===== src/rtl/multichannel_svf.sv =====
// Time-multiplexed Chamberlin state-variable filter bank: CHANNELS filters share one signed
// multiplier, stepping LP -> HP -> BP -> OUT per channel once per accepted sample strobe.
module multichannel_svf #(
    parameter int BITSIZE  = 16,
    parameter int CHANNELS = 2,
    parameter int GUARD    = 4,
    parameter int CWIDTH   = 18
) (
    input  logic                         clk,
    input  logic                         reset,
    input  logic                         sample_strobe,
    input  logic [CHANNELS*BITSIZE-1:0]  in,
    input  logic [CHANNELS*CWIDTH-1:0]   F,
    input  logic [CHANNELS*CWIDTH-1:0]   Q1,
    input  logic [CHANNELS*2-1:0]        mode,
    output logic [CHANNELS*BITSIZE-1:0]  out,
    output logic                         out_valid,
    output logic                         busy,
    output logic                         overrun
);
    localparam int SW  = BITSIZE + GUARD;
    localparam int PW  = SW + CWIDTH + 1;
    localparam int AW  = PW + 2;
    localparam int CHW = (CHANNELS > 1) ? $clog2(CHANNELS) : 1;

    localparam logic signed [AW-1:0] ST_MAX = {{(AW-SW+1){1'b0}}, {(SW-1){1'b1}}};
    localparam logic signed [AW-1:0] ST_MIN = {{(AW-SW+1){1'b1}}, {(SW-1){1'b0}}};
    localparam logic signed [SW:0]   OUT_MAX = {{(SW-BITSIZE+2){1'b0}}, {(BITSIZE-1){1'b1}}};
    localparam logic signed [SW:0]   OUT_MIN = {{(SW-BITSIZE+2){1'b1}}, {(BITSIZE-1){1'b0}}};

    typedef enum logic [2:0] {S_IDLE, S_LP, S_HP, S_BP, S_OUT, S_DONE} state_t;

    state_t state, state_nxt;
    logic [CHW-1:0] ch;
    logic [CHANNELS*BITSIZE-1:0] in_q;
    logic [CHANNELS*CWIDTH-1:0]  f_q, q1_q;
    logic [CHANNELS*2-1:0]       mode_q;
    logic signed [SW-1:0] low_r  [CHANNELS];
    logic signed [SW-1:0] band_r [CHANNELS];
    logic signed [SW-1:0] high_r [CHANNELS];

    logic accept, last_ch;
    logic [CWIDTH-1:0]    coef;
    logic signed [SW-1:0] opnd;
    logic signed [PW-1:0] coef_x, opnd_x, prod, term;
    logic [BITSIZE-1:0]   in_c;
    logic signed [AW-1:0] in_x, low_x, band_x, term_x, acc;
    logic signed [SW-1:0] new_val;
    logic signed [SW:0]   sel;
    logic [BITSIZE-1:0]   out_val;

    function automatic logic signed [SW-1:0] sat_state(input logic signed [AW-1:0] v);
        if (v > ST_MAX)      return {1'b0, {(SW-1){1'b1}}};
        else if (v < ST_MIN) return {1'b1, {(SW-1){1'b0}}};
        else                 return v[SW-1:0];
    endfunction

    function automatic logic [BITSIZE-1:0] clamp_out(input logic signed [SW:0] v);
        if (v > OUT_MAX)      return {1'b0, {(BITSIZE-1){1'b1}}};
        else if (v < OUT_MIN) return {1'b1, {(BITSIZE-1){1'b0}}};
        else                  return v[BITSIZE-1:0];
    endfunction

    // A strobe during the out_valid cycle still sees busy=1, so it counts as an overrun.
    assign accept  = (state == S_IDLE) && sample_strobe && !busy;
    assign last_ch = (ch == CHW'(CHANNELS - 1));

    always_ff @(posedge clk) begin
        if (reset) state <= S_IDLE;
        else       state <= state_nxt;
    end

    always_comb begin
        state_nxt = state;
        case (state)
            S_IDLE:  if (accept) state_nxt = S_LP;
            S_LP:    state_nxt = S_HP;
            S_HP:    state_nxt = S_BP;
            S_BP:    state_nxt = S_OUT;
            S_OUT:   state_nxt = last_ch ? S_DONE : S_LP;
            S_DONE:  state_nxt = S_IDLE;
            default: state_nxt = S_IDLE;
        endcase
    end

    // Single shared multiplier: Q1*band in S_HP, F*high in S_BP, F*band otherwise.
    always_comb begin
        coef = f_q[ch*CWIDTH +: CWIDTH];
        opnd = band_r[ch];
        if (state == S_HP) coef = q1_q[ch*CWIDTH +: CWIDTH];
        if (state == S_BP) opnd = high_r[ch];
        coef_x = {{(PW-CWIDTH){1'b0}}, coef};
        opnd_x = {{(PW-SW){opnd[SW-1]}}, opnd};
        prod   = coef_x * opnd_x;
        term   = (state == S_HP) ? (prod >>> (CWIDTH-2)) : (prod >>> (CWIDTH-1));
        term_x = {{(AW-PW){term[PW-1]}}, term};
        in_c   = in_q[ch*BITSIZE +: BITSIZE];
        in_x   = {{(AW-BITSIZE){in_c[BITSIZE-1]}}, in_c};
        low_x  = {{(AW-SW){low_r[ch][SW-1]}}, low_r[ch]};
        band_x = {{(AW-SW){band_r[ch][SW-1]}}, band_r[ch]};
        case (state)
            S_HP:    acc = in_x - low_x - term_x;
            S_BP:    acc = band_x + term_x;
            default: acc = low_x + term_x;
        endcase
        new_val = sat_state(acc);
        case (mode_q[ch*2 +: 2])
            2'b00:   sel = {low_r[ch][SW-1], low_r[ch]};
            2'b01:   sel = {high_r[ch][SW-1], high_r[ch]};
            2'b10:   sel = {band_r[ch][SW-1], band_r[ch]};
            default: sel = {high_r[ch][SW-1], high_r[ch]} + {low_r[ch][SW-1], low_r[ch]};
        endcase
        out_val = clamp_out(sel);
    end

    always_ff @(posedge clk) begin
        if (reset) begin
            ch        <= '0;
            in_q      <= '0;
            f_q       <= '0;
            q1_q      <= '0;
            mode_q    <= '0;
            out       <= '0;
            out_valid <= 1'b0;
            busy      <= 1'b0;
            overrun   <= 1'b0;
            for (int i = 0; i < CHANNELS; i++) begin
                low_r[i]  <= '0;
                band_r[i] <= '0;
                high_r[i] <= '0;
            end
        end else begin
            out_valid <= (state == S_DONE);
            overrun   <= sample_strobe && busy;
            if (accept)         busy <= 1'b1;
            else if (out_valid) busy <= 1'b0;
            if (accept) begin
                in_q   <= in;
                f_q    <= F;
                q1_q   <= Q1;
                mode_q <= mode;
                ch     <= '0;
            end
            case (state)
                S_LP:  low_r[ch]  <= new_val;
                S_HP:  high_r[ch] <= new_val;
                S_BP:  band_r[ch] <= new_val;
                S_OUT: begin
                    out[ch*BITSIZE +: BITSIZE] <= out_val;
                    if (!last_ch) ch <= ch + 1'b1;
                end
                default: ;
            endcase
        end
    end
endmodule


===== config.mk =====
export PLATFORM = sky130hd
export DESIGN_NAME = multichannel_svf
export DESIGN_NICKNAME = d
export VERILOG_FILES = /design/src/rtl/multichannel_svf.sv
export SDC_FILE = /design/constraint.sdc
export NUM_CORES = 2
export LEC_CHECK = 0
export CAP_MARGIN = 5
export CORE_MARGIN = 10
export CORE_UTILIZATION = 50
export CTS_CLUSTER_SIZE = 40
export DETAILED_ROUTE_END_ITERATION = 16
export GPL_TIMING_DRIVEN = 0
export MAX_ROUTING_LAYER = met4
export PLACE_DENSITY_LB_ADDON = 0.1
export SLEW_MARGIN = 5
export SYNTH_ARGS = -nofsm -noshare
export SYNTH_HDL_FRONTEND = slang
export SYNTH_SLANG_ARGS = --single-unit

===== constraint.sdc =====
create_clock -name clk -period 32.7 [get_ports clk]
set_input_delay 9.81 -clock clk [delete_from_list [all_inputs] [get_ports clk]]
set_output_delay 9.81 -clock clk [all_outputs]
set_load 0.005 [all_outputs]

== Word level (Yosys, flattened, before mapping) ==
Memories as Yosys holds them, arrays and structs flattened. A register that Yosys moved wholly into a read port is not among the register bits.
Index checks and enable logic that the tools add are counted.

* Flip-flop bits (word level): 147
* Memory bits (writable): 120
* Word-level logic and storage cells: 91
* Memories: 3

{| class="wikitable"
|+ Memory list
! name !! depth !! bits a word !! rd ports !! clocked after Yosys merged registers in !! wr ports !! RTL line !! text
|-
| band_r || 2 || 20 || 1 || 1 || 2 || 39 || <nowiki>logic signed [SW-1:0] band_r [CHANNELS];</nowiki>
|-
| high_r || 2 || 20 || 1 || 1 || 2 || 40 || <nowiki>logic signed [SW-1:0] high_r [CHANNELS];</nowiki>
|-
| low_r || 2 || 20 || 1 || 1 || 2 || 38 || <nowiki>logic signed [SW-1:0] low_r [CHANNELS];</nowiki>
|}

* Add/subtract/negate cells: 7
* Multipliers: 2
* Order comparisons: 4
* Eq/ne operators: 8
* Shifts and indexed selects: 6
* Multiplexer cells: 41
* Reduce and logical (&&, ||, !) cells: 10

{| class="wikitable"
|+ Operators by type and width
! cell !! count
|-
| 2-to-1 mux 20 bit || 6
|-
| case mux 41 bit (2 select lines) || 1
|-
| indexed part select 36 x 7 -> 18 bit || 2
|-
| case mux 21 bit (3 select lines) || 1
|-
| OR reduction 20 bit || 3
|-
| adder 20 x 23 -> 24 bit || 2
|-
| greater-than comparator 41 x 20 -> 1 bit (second input constant) || 1
|-
| less-than comparator 41 x 20 -> 1 bit (second input constant) || 1
|-
| multiplier 19 x 20 -> 39 bit || 1
|-
| negation 5 -> 34 bit || 1
|-
| variable shift 16 x 34 -> 32 bit (first input constant) || 1
|-
| indexed part select 16 x 34 -> 32 bit || 1
|-
| bitwise mux 32 bit || 1
|-
| 2-to-1 mux 16 bit || 2
|-
| indexed part select 32 x 6 -> 16 bit || 1
|-
| 2-to-1 mux 1 bit || 25
|-
| subtractor 21 x 23 -> 24 bit || 1
|-
| 2-to-1 mux 22 bit || 1
|-
| adder 20 x 20 -> 21 bit || 1
|-
| greater-than comparator 21 x 16 -> 1 bit (second input constant) || 1
|-
| less-than comparator 21 x 16 -> 1 bit (second input constant) || 1
|-
| subtractor 16 x 20 -> 21 bit || 1
|-
| 2-to-1 mux 18 bit || 1
|-
| case mux 3 bit (5 select lines) || 1
|-
| other kinds (15) || 20
|}

== Logic depth before layout (Yosys ltp) ==
* Depth in word-level cells: 11
* Gate-level depth with buffers: 56
* Depth with buffers taken out: 45

== Worst setup path before layout ==
OpenSTA, ideal clock, no wires.

* Path kind: register to register
* Start: register ch
* End: memory band_r[0][10] in the netlist's numbering (data pin)
* Library setup time: 264 ps
* Data arrival time: 13536 ps
* Required time: 32436 ps
* Path slack: 18900 ps
* Cell stages (with the launch flop): 51
* Path buffers: 13
* Clock period less this slack: 13800 ps
* Cells stage by stage: dfxtp_1 > buf_6 > clkbuf_1 > buf_1 > clkbuf_1 > buf_1 > clkbuf_1 > buf_1 > clkbuf_1 > clkbuf_1 > nand3_1 > o21ai_0 > clkbuf_1 > nor2_1 > fa_1 > inv_1 > fa_1 > fa_1 > (+15 left out) > ha_1 > o21bai_1 > ha_1 > a21o_1 > a21o_1 > a211o_1 > a2111oi_0 > nor2_1 > a31oi_1 > o21ai_0 > xnor2_1 > nand2_1 > o21a_1 > buf_2 > o41a_1 > buf_6 > a211oi_4 > nor2_1

{| class="wikitable"
|+ RTL lines
! what !! RTL line !! text
|-
| start, declared || 34 || <nowiki>logic [CHW-1:0] ch;</nowiki>
|-
| start signal, assigned || 150 || <nowiki>if (!last_ch) ch <= ch + 1'b1;</nowiki>
|-
| end, declared || 39 ||
|}

==> metrics.md <==
| Metric | Value |
|---|---|
| Startpoint Class | register |
| Clock skew | 0.01796 ns |
| Cell Area, Synth | 30860 µm² |
| Worst Path Arrival | 20.50 ns |
| Share of cells above drive strength 1 | 4.601% |
| Filler cell count | 5939 |
| Initial antenna violation count | 2 |
| F_max | 0.04955 GHz |
| Final Hold Slack | 0.4531 ns |
| Final hold vios | 0 |
| GPL Wtd Cong | 1.014 |
| First-pass GRT wire length | 164600 µm |
| CTS tree | done |
| Slowest stage delay, CP | 0.97 ns |
| Ys Warns | 0 |
| Commonest non-fill, non-tap cells in the layout | nand2_1 (503), nor2_1 (500), inv_1 (466), fa_1 (374), a21oi_1 (214) |
| Worst Tran Pin Value | 1.279 ns |
| CTS sink count | 267 |
| Synth cell types | 94 |
| Iteration-0 DRC Markers | 2239 |
| Die area | 72050 µm² |
| RSZ-0062 raised after global routing | no |
| Drt total wl | 108600 µm |
| Post_cts resized | 0 |
| CP required | 33.01 ns |
| Via density | 5.823 |
| Crit-path max FO | 10 |
| Skew-Pair Late Insertion Delay | 0.59 ns |
| GR Overflow Total | 0 |
| DR vias | 26873 |
| Largest net degree at the start of global routing | 21 |
| Leading cell type in the layout, fill and taps excluded | nand2_1 |
| Status | completed |
| Vias in the first global route | 26685 |
| Post-CTS Setup Repair Bufs | 0 |
| Root Driver | clkbuf_16 |
| Hold Crit Class | reg2reg |
| TritonRoute pass-1 iters | 6 |
| Synth Register Bits | 267 |
| Starting Density | 50.28% |
| Syn Inst Count | 3625 |
| CP most frequent cell | fa_1 |
| Ys async rst share | 0% |
| CTS Hold Bufs | 0 |
| Synth Net Count | 4275 |
| Ys flop type | dfxtp_1 |
| Post-layout util | 55.77% |
| Top-area cell type share of the netlist area | 24.26% |
| Relative slew slack | 12.32% |
| Core Area | 61370 µm² |
| DR WL/cell | 23.52 µm |
| Crit end category | register |
| GRT Overall Usage | 31.11% |
| Longest Clk Path Bufs | 3 |
| Top-level I/O count | 146 |
| Area contributors post-synth | fa_1 (24%), edfxtp_1 (12%), dfxtp_1 (9.5%), ha_1 (6.7%), nand2_1 (6.1%) |
| Fin crit share | 61.72% |
| Max-cap violations | 0 |
| Post-synth EDFFs | 120 |
| Input/output buffers | 144 |
| Synth area leader | fa_1 |
| Die width | 268.4 µm |
| Post-synthesis sequential area ratio | 21.21% |
| Setup Viol. Count Final | 0 |
| Fin. max-slew vios | 0 |
| Drt drc | 0 |
| Die height | 268.4 µm |
| Clock period minus worst slack | 20.18 ns |
| CTS clock-pin slew for the worst setup and hold paths | 0.06 ns |
| N_diodes | 0 |
| Area grow syn2layout | 10.91% |
| Crit-path slowest cell | buf_1 |
| Critical path type | reg2reg |
| Detail Route Antenna Nets | 0 |
| DP HPWL | 89770 µm |
| Cts bufs inserted | 29 |
| Setup TNS Final | 0 ns |
| # rows | 91 |
| Synth Area per Inst | 8.513 µm² |
| Number of H-tree levels | 1 |
| Final #Nets | 4452 |
[layer usage]
| layer | share of wire (%) | global-route usage [%] | up-vias |
|---|---|---|---|
| li1 | - | - | 12240 |
| met1 | 42 | 40.13 | 13427 |
| met2 | 47 | 50.23 | 1012 |
| met3 | 6.6 | 3.556 | 194 |
| met4 | 4.2 | 11.19 | 0 |
| met5 | 0 | - | - |
[logic make-up after synthesis]
family / synth area share (%)
fa+ha+maj: 31.15
xor+xnor: 3.276
buf+inv: 8.113
compound gates: 14.54
flops: 21.21
mux: 3.852
simple gates: 17.86
[cell type report]
class	count	area (µm²)	area share (%)
clock buffers	38	790.8	2.311
inverters	468	1757	5.133
flip-flops and latches	267	6546	19.13
plain buffers	188	747.0	2.183
repair buffers	146	1456	4.255
clock inverters	16	120.1	0.3510
multi-input cells	2702	21820	63.75
well taps	790	988.4	2.888
[registers in the layout, indices dropped and copies added (netlist names)]
name,flops
f_q,36
out,32
ch,1
in_q,32
high_r,40
state,3
low_r,40
band_r,40
overrun,1
mode_q,4
q1_q,36
busy,1
out_valid,1
[cell usage after synthesis, drive strengths merged (39+ instances only)]
cell type  number
nand2         503
nor2          503
inv           466
fa            374
a21oi         215
ha            165
clkbuf        154
dfxtp         147
edfxtp        120
o21ai         112
xnor2          72
mux2           52
a211oi         50
mux2i          49
a21o           48
nand3          44
o21a           43
nor3           39
[worst paths after layout]
check                                     startpoint  cells past startpoint                    endpoint  slack (ns)
worst max register to register         ch$_SDFF_PP0_                     53  low_r[1][12]$_SDFFCE_PN0P_       12.52
worst min register to register  in_q[4]$_SDFFE_PP0P_                      2        in_q[4]$_SDFFE_PP0P_        0.45
worst max-delay path                   ch$_SDFF_PP0_                     53  low_r[1][12]$_SDFFCE_PN0P_       12.52
worst min-delay path            in_q[4]$_SDFFE_PP0P_                      2        in_q[4]$_SDFFE_PP0P_        0.45
[critical path, delay by kind of cell, from the launching register on]
kind	cells	cell delay (ns)
AO/OA/AOI/OAI	17	5.66
XOR/XNOR	2	0.32
adder cells (fa/ha/maj)	9	4.26
buffers and inverters	18	7.80
flip-flops	1	0.32
AND/OR/NAND/NOR	7	1.48
[metrics by stage]
stage                     setup slack (ns)  std cells  cell area, µm²
after detailed placement             12.97       4561           33310
final                                12.52       4615           34220
after global placement               13.07       4559           33290
after global routing                 11.71       4615           34220
after CTS                            12.91       4615           34220
after floorplan                      18.90       3625           30860
Power is left out: the tool's default activity adds up to more than one toggle a clock period on the data nets, which glitch-free logic cannot reach.
